## src/rtl/gain_ramp_stage.sv

```systemverilog
// gain_ramp_stage: per-lane Q2.14 gain with rounding/saturation behind a two-register valid/ready pipeline.
// Define GAIN_RAMP_STAGE_RAMP_EN for linear gain ramping; without it gain changes take effect at once.
module gain_ramp_stage #(
    parameter int WD_IN  = 24,
    parameter int WD_OUT = 24,
    parameter int N_CH   = 2,
    parameter int STEP   = 16
) (
    input  logic                     clk,
    input  logic                     rst_n,
    input  logic [3*N_CH-1:0]        sel_in,
    input  logic                     in_valid,
    output logic                     in_ready,
    input  logic [WD_IN*N_CH-1:0]    in_data,
    output logic                     out_valid,
    input  logic                     out_ready,
    output logic [WD_OUT*N_CH-1:0]   out_data,
    output logic [N_CH-1:0]          ramp_busy,
    output logic [N_CH-1:0]          sat_flag,
    input  logic                     sat_clr
);

    localparam int PW = WD_IN + 17;
    localparam logic signed [PW-1:0] RND_HALF = PW'(8192);
    localparam logic signed [PW-1:0] OUT_MAX  = PW'((64'sd1 <<< (WD_OUT - 1)) - 64'sd1);
    localparam logic signed [PW-1:0] OUT_MIN  = -OUT_MAX - PW'(1);

    if (STEP < 1 || STEP > 16384) begin : g_step_check
        $error("gain_ramp_stage: STEP must lie in 1..16384");
    end

    function automatic logic [15:0] target_of(input logic [2:0] code);
        case (code)
            3'd0:    return 16'h0000;
            3'd1:    return 16'h1000;
            3'd2:    return 16'h2000;
            3'd3:    return 16'h4000;
            3'd4:    return 16'h8000;
            default: return 16'h4000;
        endcase
    endfunction

    logic adv;
    logic acc;

    assign adv      = !out_valid || out_ready;
    assign in_ready = adv;
    assign acc      = in_valid && adv;

    logic [15:0] tgt        [N_CH];
    logic [15:0] frame_gain [N_CH];

    for (genvar i = 0; i < N_CH; i++) begin : g_lane
        assign tgt[i] = target_of(sel_in[3*i +: 3]);
`ifdef GAIN_RAMP_STAGE_RAMP_EN
        localparam logic [15:0] STEP_W = 16'(STEP);
        logic [15:0] cur_gain;
        logic [15:0] tgt_q;
        logic [15:0] cur_next;

        // NOTE: assign every always_comb output a default first so no path leaves it unassigned (no latch).
        always_comb begin
            cur_next = cur_gain;
            if (cur_gain < tgt[i])
                cur_next = (tgt[i] - cur_gain > STEP_W) ? cur_gain + STEP_W : tgt[i];
            else if (cur_gain > tgt[i])
                cur_next = (cur_gain - tgt[i] > STEP_W) ? cur_gain - STEP_W : tgt[i];
        end

        // NOTE: sequential state uses non-blocking assignments so every register sees pre-edge values.
        always_ff @(posedge clk or negedge rst_n) begin
            if (!rst_n) begin
                cur_gain <= 16'h0000;
                tgt_q    <= 16'h0000;
            end else if (acc) begin
                cur_gain <= cur_next;
                tgt_q    <= tgt[i];
            end
        end

        // The frame being accepted uses the gain from before this acceptance's ramp step.
        assign frame_gain[i] = cur_gain;
        assign ramp_busy[i]  = (cur_gain != tgt_q);
`else
        assign frame_gain[i] = tgt[i];
        assign ramp_busy[i]  = 1'b0;
`endif
    end

    logic                      s1_valid;
    logic signed [WD_IN-1:0]   s1_data [N_CH];
    logic        [15:0]        s1_gain [N_CH];

    logic signed [PW-1:0]      prod    [N_CH];
    logic signed [PW-1:0]      rnd     [N_CH];
    logic        [WD_OUT-1:0]  sat_val [N_CH];
    logic        [N_CH-1:0]    clamp;

    always_comb begin
        clamp = '0;
        for (int i = 0; i < N_CH; i++) begin
            prod[i]    = s1_data[i] * $signed({1'b0, s1_gain[i]});
            rnd[i]     = (prod[i] + RND_HALF) >>> 14;
            sat_val[i] = rnd[i][WD_OUT-1:0];
            if (rnd[i] > OUT_MAX) begin
                sat_val[i] = OUT_MAX[WD_OUT-1:0];
                clamp[i]   = 1'b1;
            end else if (rnd[i] < OUT_MIN) begin
                sat_val[i] = OUT_MIN[WD_OUT-1:0];
                clamp[i]   = 1'b1;
            end
        end
    end

    always_ff @(posedge clk or negedge rst_n) begin
        if (!rst_n) begin
            s1_valid  <= 1'b0;
            out_valid <= 1'b0;
            out_data  <= '0;
            sat_flag  <= '0;
            // NOTE: the per-lane stage-1 arrays are small flops, so they are reset too; this keeps X off the datapath.
            for (int i = 0; i < N_CH; i++) begin
                s1_data[i] <= '0;
                s1_gain[i] <= '0;
            end
        end else begin
            if (adv) begin
                s1_valid  <= in_valid;
                out_valid <= s1_valid;
                if (in_valid) begin
                    for (int i = 0; i < N_CH; i++) begin
                        s1_data[i] <= in_data[WD_IN*i +: WD_IN];
                        s1_gain[i] <= frame_gain[i];
                    end
                end
                if (s1_valid) begin
                    for (int i = 0; i < N_CH; i++)
                        out_data[WD_OUT*i +: WD_OUT] <= sat_val[i];
                end
            end
            // A new clamp wins over a simultaneous clear.
            sat_flag <= (sat_clr ? {N_CH{1'b0}} : sat_flag) | ((adv && s1_valid) ? clamp : {N_CH{1'b0}});
        end
    end

endmodule
```

## config.mk

```make
export PLATFORM = sky130hd
export DESIGN_NAME = gain_ramp_stage
export DESIGN_NICKNAME = d
export VERILOG_FILES = /design/src/rtl/gain_ramp_stage.sv
export SDC_FILE = /design/constraint.sdc
export NUM_CORES = 1
export LEC_CHECK = 0
export CORE_ASPECT_RATIO = 1.1
export CORE_MARGIN = 8
export CORE_UTILIZATION = 45
export CTS_CLUSTER_DIAMETER = 120
export CTS_CLUSTER_SIZE = 40
export DETAILED_ROUTE_END_ITERATION = 12
export GPL_TIMING_DRIVEN = 0
export SLEW_MARGIN = 5
export SYNTH_ARGS = -nofsm -noshare
export SYNTH_HDL_FRONTEND = slang
export SYNTH_SLANG_ARGS = --single-unit
```

## constraint.sdc

```tcl
create_clock -name clk -period 8.6 [get_ports clk]
set_input_delay 0.86 -clock clk [delete_from_list [all_inputs] [get_ports clk]]
set_output_delay 0.86 -clock clk [all_outputs]
set_load 0.02 [all_outputs]
```

# Word-level counts from Yosys, hierarchy flattened
# Cells that the tools add are included.
[word_totals] ff_bits=132 input_bits=59 output_inout_bits=54 elab_cells=42
[classes] addsub=2 multipliers=2 n_lt_le_gt_ge=4 eq_ne=6 mux=12 bitwise=1 n_reduce_logical=7
[op_table] op="$pmux W16 S4" n=2
[op_table] op="$mux W24" n=4
[op_table] op="$add A41 B15 Y41 const B" n=2
[op_table] op="$mul A24 B17 Y41" n=2
[op_table] op="$gt A27 B24 Y1 const B" n=2
[op_table] op="$lt A27 B24 Y1 const B" n=2
[op_table] op="$eq A3 B1 Y1 const B" n=2
[op_table] op="$eq A3 B2 Y1 const B" n=2
[op_table] op="$eq A3 B3 Y1 const B" n=2
[op_table] op="$logic_not A3 Y1" n=2
[op_table] op="$mux W1" n=4
[op_table] op="$mux W2" n=2
[op_table] op="$reduce_and A2 Y1" n=2
[op_table] op="$or A2 B2 Y2" n=1
[op_table] op="$logic_and A1 B1 Y1" n=1
[op_table] op="$logic_not A1 Y1" n=1
[op_table] op="$logic_or A1 B1 Y1" n=1

# Longest topological paths before layout
[depth] ltp_word=7 ltp_mapped=21 depth_no_buf=19

# Least setup slack after synthesis
# No wires, ideal clock.
[synth_timing] path_kind="register -> register" startpoint="register s1_gain[14] (netlist bit)" endpoint="register out_data[38]" setup_ns=0.126 t_arrival_ns=5.627 required_time_ns=8.474 setup_slack_ns=2.847 path_stages_with_launch=20 path_buffers=2 synth_period_minus_slack_ns=5.753 cell_sequence="dfrtp_1 -> clkbuf_1 -> and2_1 -> ha_1 -> fa_1 -> fa_1 -> ha_1 -> ha_1 -> ha_1 -> ha_1 -> fa_1 -> a21o_2 -> a221o_2 -> a211oi_2 -> nor2_1 -> a211o_1 -> xnor2_2 -> o31a_2 -> buf_6 -> a221o_1"
[synth_between] elab_chain_cells=5 elab_cells_between_ends=6 classes_between="1 x add/sub; 1 x mul; 2 x order compare; 2 x mux"
[synth_lines] element="start, declared" line_no="92" text="logic [15:0] s1_gain [N_CH];"
[synth_lines] element="start signal, assigned by index" line_no="133" text="s1_gain[i] <= frame_gain[i];"
[synth_lines] element="$mul A24 B17 Y41 *" line_no="102" text="prod[i] = s1_data[i] * $signed({1'b0, s1_gain[i]});"
[synth_lines] element="$add A41 B15 Y41 *" line_no="103" text="rnd[i] = (prod[i] + RND_HALF) >>> 14;"
[synth_lines] element="$lt A27 B24 Y1" line_no="108" text="end else if (rnd[i] < OUT_MIN) begin"
[synth_lines] element="$mux W24" line_no="108"
[synth_lines] element="$mux W24 *" line_no="105" text="if (rnd[i] > OUT_MAX) begin"
[synth_lines] element="end signal, assigned by index" line_no="138" text="out_data[WD_OUT*i +: WD_OUT] <= sat_val[i];"
[synth_lines] element="end, declared" line_no="17" text="output logic [WD_OUT*N_CH-1:0] out_data,"
# Mark *: on every way between the ends. The rest lies on a longest branch, timed or not.
# A chain may end at the register's enable or synchronous reset.

# Worst setup path after layout
[layout_timing] startpoint="register s1_gain[14] (netlist bit)" endpoint="register out_data[39]"
# Same word-level chain as after synthesis.

==> reports/qor.txt <==
Status -> finished clean
TritonRoute pass-1 iters -> 5
Cell area after layout -> 15400 µm²
Core ar. -> 29600 µm²
Comb power frac -> 0.584
Vias per cell -> 5.37
CTS Buffer Depth -> 2
Placement Setup Slack -> 1.76 ns
Hold Crit Class -> input port to asynchronous set/reset pin
Layout net count -> 1896
FFs w/ async S/R, synth -> 1.00
Internal power -> 1.68 mW
Top FF cell, synth -> dfrtp_1
Final setup margin -> 1.76 ns
Die H -> 198 µm
Placed Cells -> 1808
I/O Buffers -> 110
Skew final -> 0.00897 ns
Synthesized area per cell -> 10.2 µm²
Min Tclk post-route -> 6.84 ns
P_sw -> 1.29 mW
Final hold vios -> 0
Die Width -> 181 µm
Initial antenna violation count -> 0
H-tree Lvls -> 3
Share of cells above drive strength 1 -> 0.0698
Worst Max-Slew Pin Slew -> 0.933 ns
Via count -> 9781
Crit end category -> register
CP most frequent cell -> ha_1
RSZ-0062 raised after global routing -> no
Initial Utilization -> 0.456
Worst Setup Start Kind -> register
Final Non-Filler Cells -> 1823
Overall Global Routing Usage -> 0.186
CTS Sinks -> 108
Launch point of the critical path -> s1_gain[14]
Fillers -> 2801
Cell Chain, Critical Path -> clkbuf_1 > and2_1 > ha_1 > fa_1 > fa_1 > ha_1 > ha_1 > ha_1 > ha_1 > fa_1 > a21o_2 > a221o_2 > a211oi_2 > nor2_1 > a211o_1 > xnor2_2 > o31a_2 > buf_6 > a221o_1
Worst hold slack -> 0.384 ns
Drt initial violations -> 369
Yosys warning total -> 0
First-pass GRT wire length -> 52800 µm
Remaining DRCs -> 0
Post-synthesis sequential area ratio -> 0.200
#FFs+latches synth -> 108
Core Rows -> 66
Post-place instance area -> 15100 µm²
Gr ovfl total -> 0
Core Util, Final -> 0.520
CP max-delay cell -> dfrtp_1
Kind of critical path -> register to register
Post-synth EDFFs -> 0
P per Cell Area -> 193 nW/µm²
PostCTS Resize Cnt -> 0
Fin Setup TNS -> 0 ns
TritonCTS clock tree -> yes
Total of max-cap violations -> 0
Switching Share -> 0.434
Most frequent cells in the layout -> 292 x ha_1, 195 x and2_1, 178 x inv_1
Arrival @ worst endpoint -> 7.10 ns
Cts bufs inserted -> 9
Clock power frac -> 0.140
DIE AREA -> 35800 µm²
Max-slew violation count -> 0
Fmax -> 146 MHz
Pleak -> 8.18 nW
Syn Inst Count -> 1322
Critical Path Max Stage Delay -> 0.61 ns
Synth unique cells -> 69
Power, Total -> 2.96 mW
Critical Path RT -> 8.86 ns
Placer Congestion -> 0.876
Layout area overhead -> 13.9%
Worst-path clk slew -> 0.07 ns
Vias in the first global route -> 10400
Remaining antenna violation count -> 0
Routed wire per std cell -> 17.6 µm
R2r startpoint -> s1_gain[14]
Seq pwr share -> 0.276
Worst-path maximum fanout -> 10
Hold buffers post-CTS -> 0
Largest net degree at the start of global routing -> 72
HPWL Detailed -> 26800 µm
Num ports -> 113
Final setup viols -> 0
Storage element area -> 2700 µm²
Area of the multi-input gates -> 9910 µm²
Final wirelength -> 32100 µm
Post-Syn Area -> 13500 µm²
Worst relative slew slack -> 0.378
Period utilisation layout -> 0.796
Clock latency on the worst-skew pair -> 0.37 ns
Commonest non-fill, non-tap cell in the layout -> ha_1
Post-CTS Setup Inserts -> 0
VDD IR-drop max -> 0.165 mV
Root buffer cell -> clkbuf_16
## area by class of cell
type,instances,share of cell area
multi-input combinational,995,0.645
sequential,108,0.176
timing repair buffer,111,0.0735
inverter,178,0.0435
tap,374,0.0304
clock buffer,11,0.0164
buffer,42,0.0138
clock inverter,3,0.00155
antenna,1,0.000163
## logic make-up (layout without fill, tap and decap cells)
family,Yosys count,in the layout,synth area share
flip-flops,108,108,0.200
XOR/XNOR,52,52,0.0349
adder cells (fa/ha/maj),392,392,0.419
other,1,3,0.000278
AND/OR/NAND/NOR,308,308,0.128
multiplexers,48,48,0.0401
AO/OA/AOI/OAI,193,193,0.112
buffers and inverters,220,345,0.0652
## power by group through the flow
stage / sequential [mW] / clock, mW / combinational (mW)
5_1_grt: 0.843 / 0.450 / 1.95
2_1_floorplan: 0.918 / 0 / 1.01
6_report: 0.818 / 0.416 / 1.73
3_3_place_gp: 0.831 / 0 / 1.73
3_5_place_dp: 0.832 / 0 / 1.75
4_1_cts: 0.824 / 0.434 / 1.76
## Yosys cell counts (all sizes together), types with 2 or more instances
cell     count  area, µm²
nand4        6       37.5
a31oi        5       31.3
o211a        2       20.0
a32o         2       21.3
nor3         8       40.0
nand2       46        173
nand3        9       45.0
ha         292       3650
a21o        15        118
and3         4       26.3
nor2        28        105
o31a         3       28.8
fa         100       2000
o2111ai      2       17.5
or4          3       22.5
o21ai       27        135
a211oi       8       80.1
a211o        4       36.3
dfrtp      108       2700
buf          9       87.6
a221o       40        404
nand2b       2       12.5
o31ai        5       42.5
o21a         6       45.0
clkbuf      33        124
xnor2       36        330
a21oi       42        221
mux2        48        541
and2       197       1230
a311oi       8       76.3
o21bai       5       48.8
o41ai        3       26.3
xor2        16        140
inv        178        668
a41o         2       21.3
o211ai       5       42.5
## layer usage
layer / vias up / part of all wire / GRT usage
met4: 0 / 0.019 / 0.0529
met2: 143 / 0.50 / 0.336
li1: 4764 / - / -
met1: 4846 / 0.44 / 0.226
met3: 28 / 0.036 / 0.0309
met5: - / 0 / 0
## worst max-delay path: cells and delay by family (launching register included)
| family | cells | cell delay [ns] |
|---|---|---|
| flip-flops | 1 | 0.61 |
| adder cells (fa/ha/maj) | 8 | 2.79 |
| AO/OA/AOI/OAI | 6 | 2.03 |
| XOR/XNOR | 1 | 0.17 |
| buffers and inverters | 2 | 0.80 |
| AND/OR/NAND/NOR | 2 | 0.32 |
## path summary, 6_finish.rpt
| path | cells past startpoint | slack [ns] | endpoint |
|---|---|---|---|
| worst max-delay path | 19 | 1.76 | out_data[39] |
| worst min-delay path | 1 | 0.38 | out_data[41] |
| worst max register to register | 19 | 1.76 | out_data[39] |
| worst min register to register | 1 | 0.51 | out_data[15] |
| max in group asynchronous | 2 | 7.52 | s1_data[42] |
| min in group clk | 1 | 0.51 | out_data[15] |
## state kept, by name (all words and copies together) (netlist names)
name / count
s1_data: 48
sat_flag: 2
s1_valid: 1
out_valid: 1
s1_gain: 8
out_data: 48
Power figures use the tool's default switching activity.
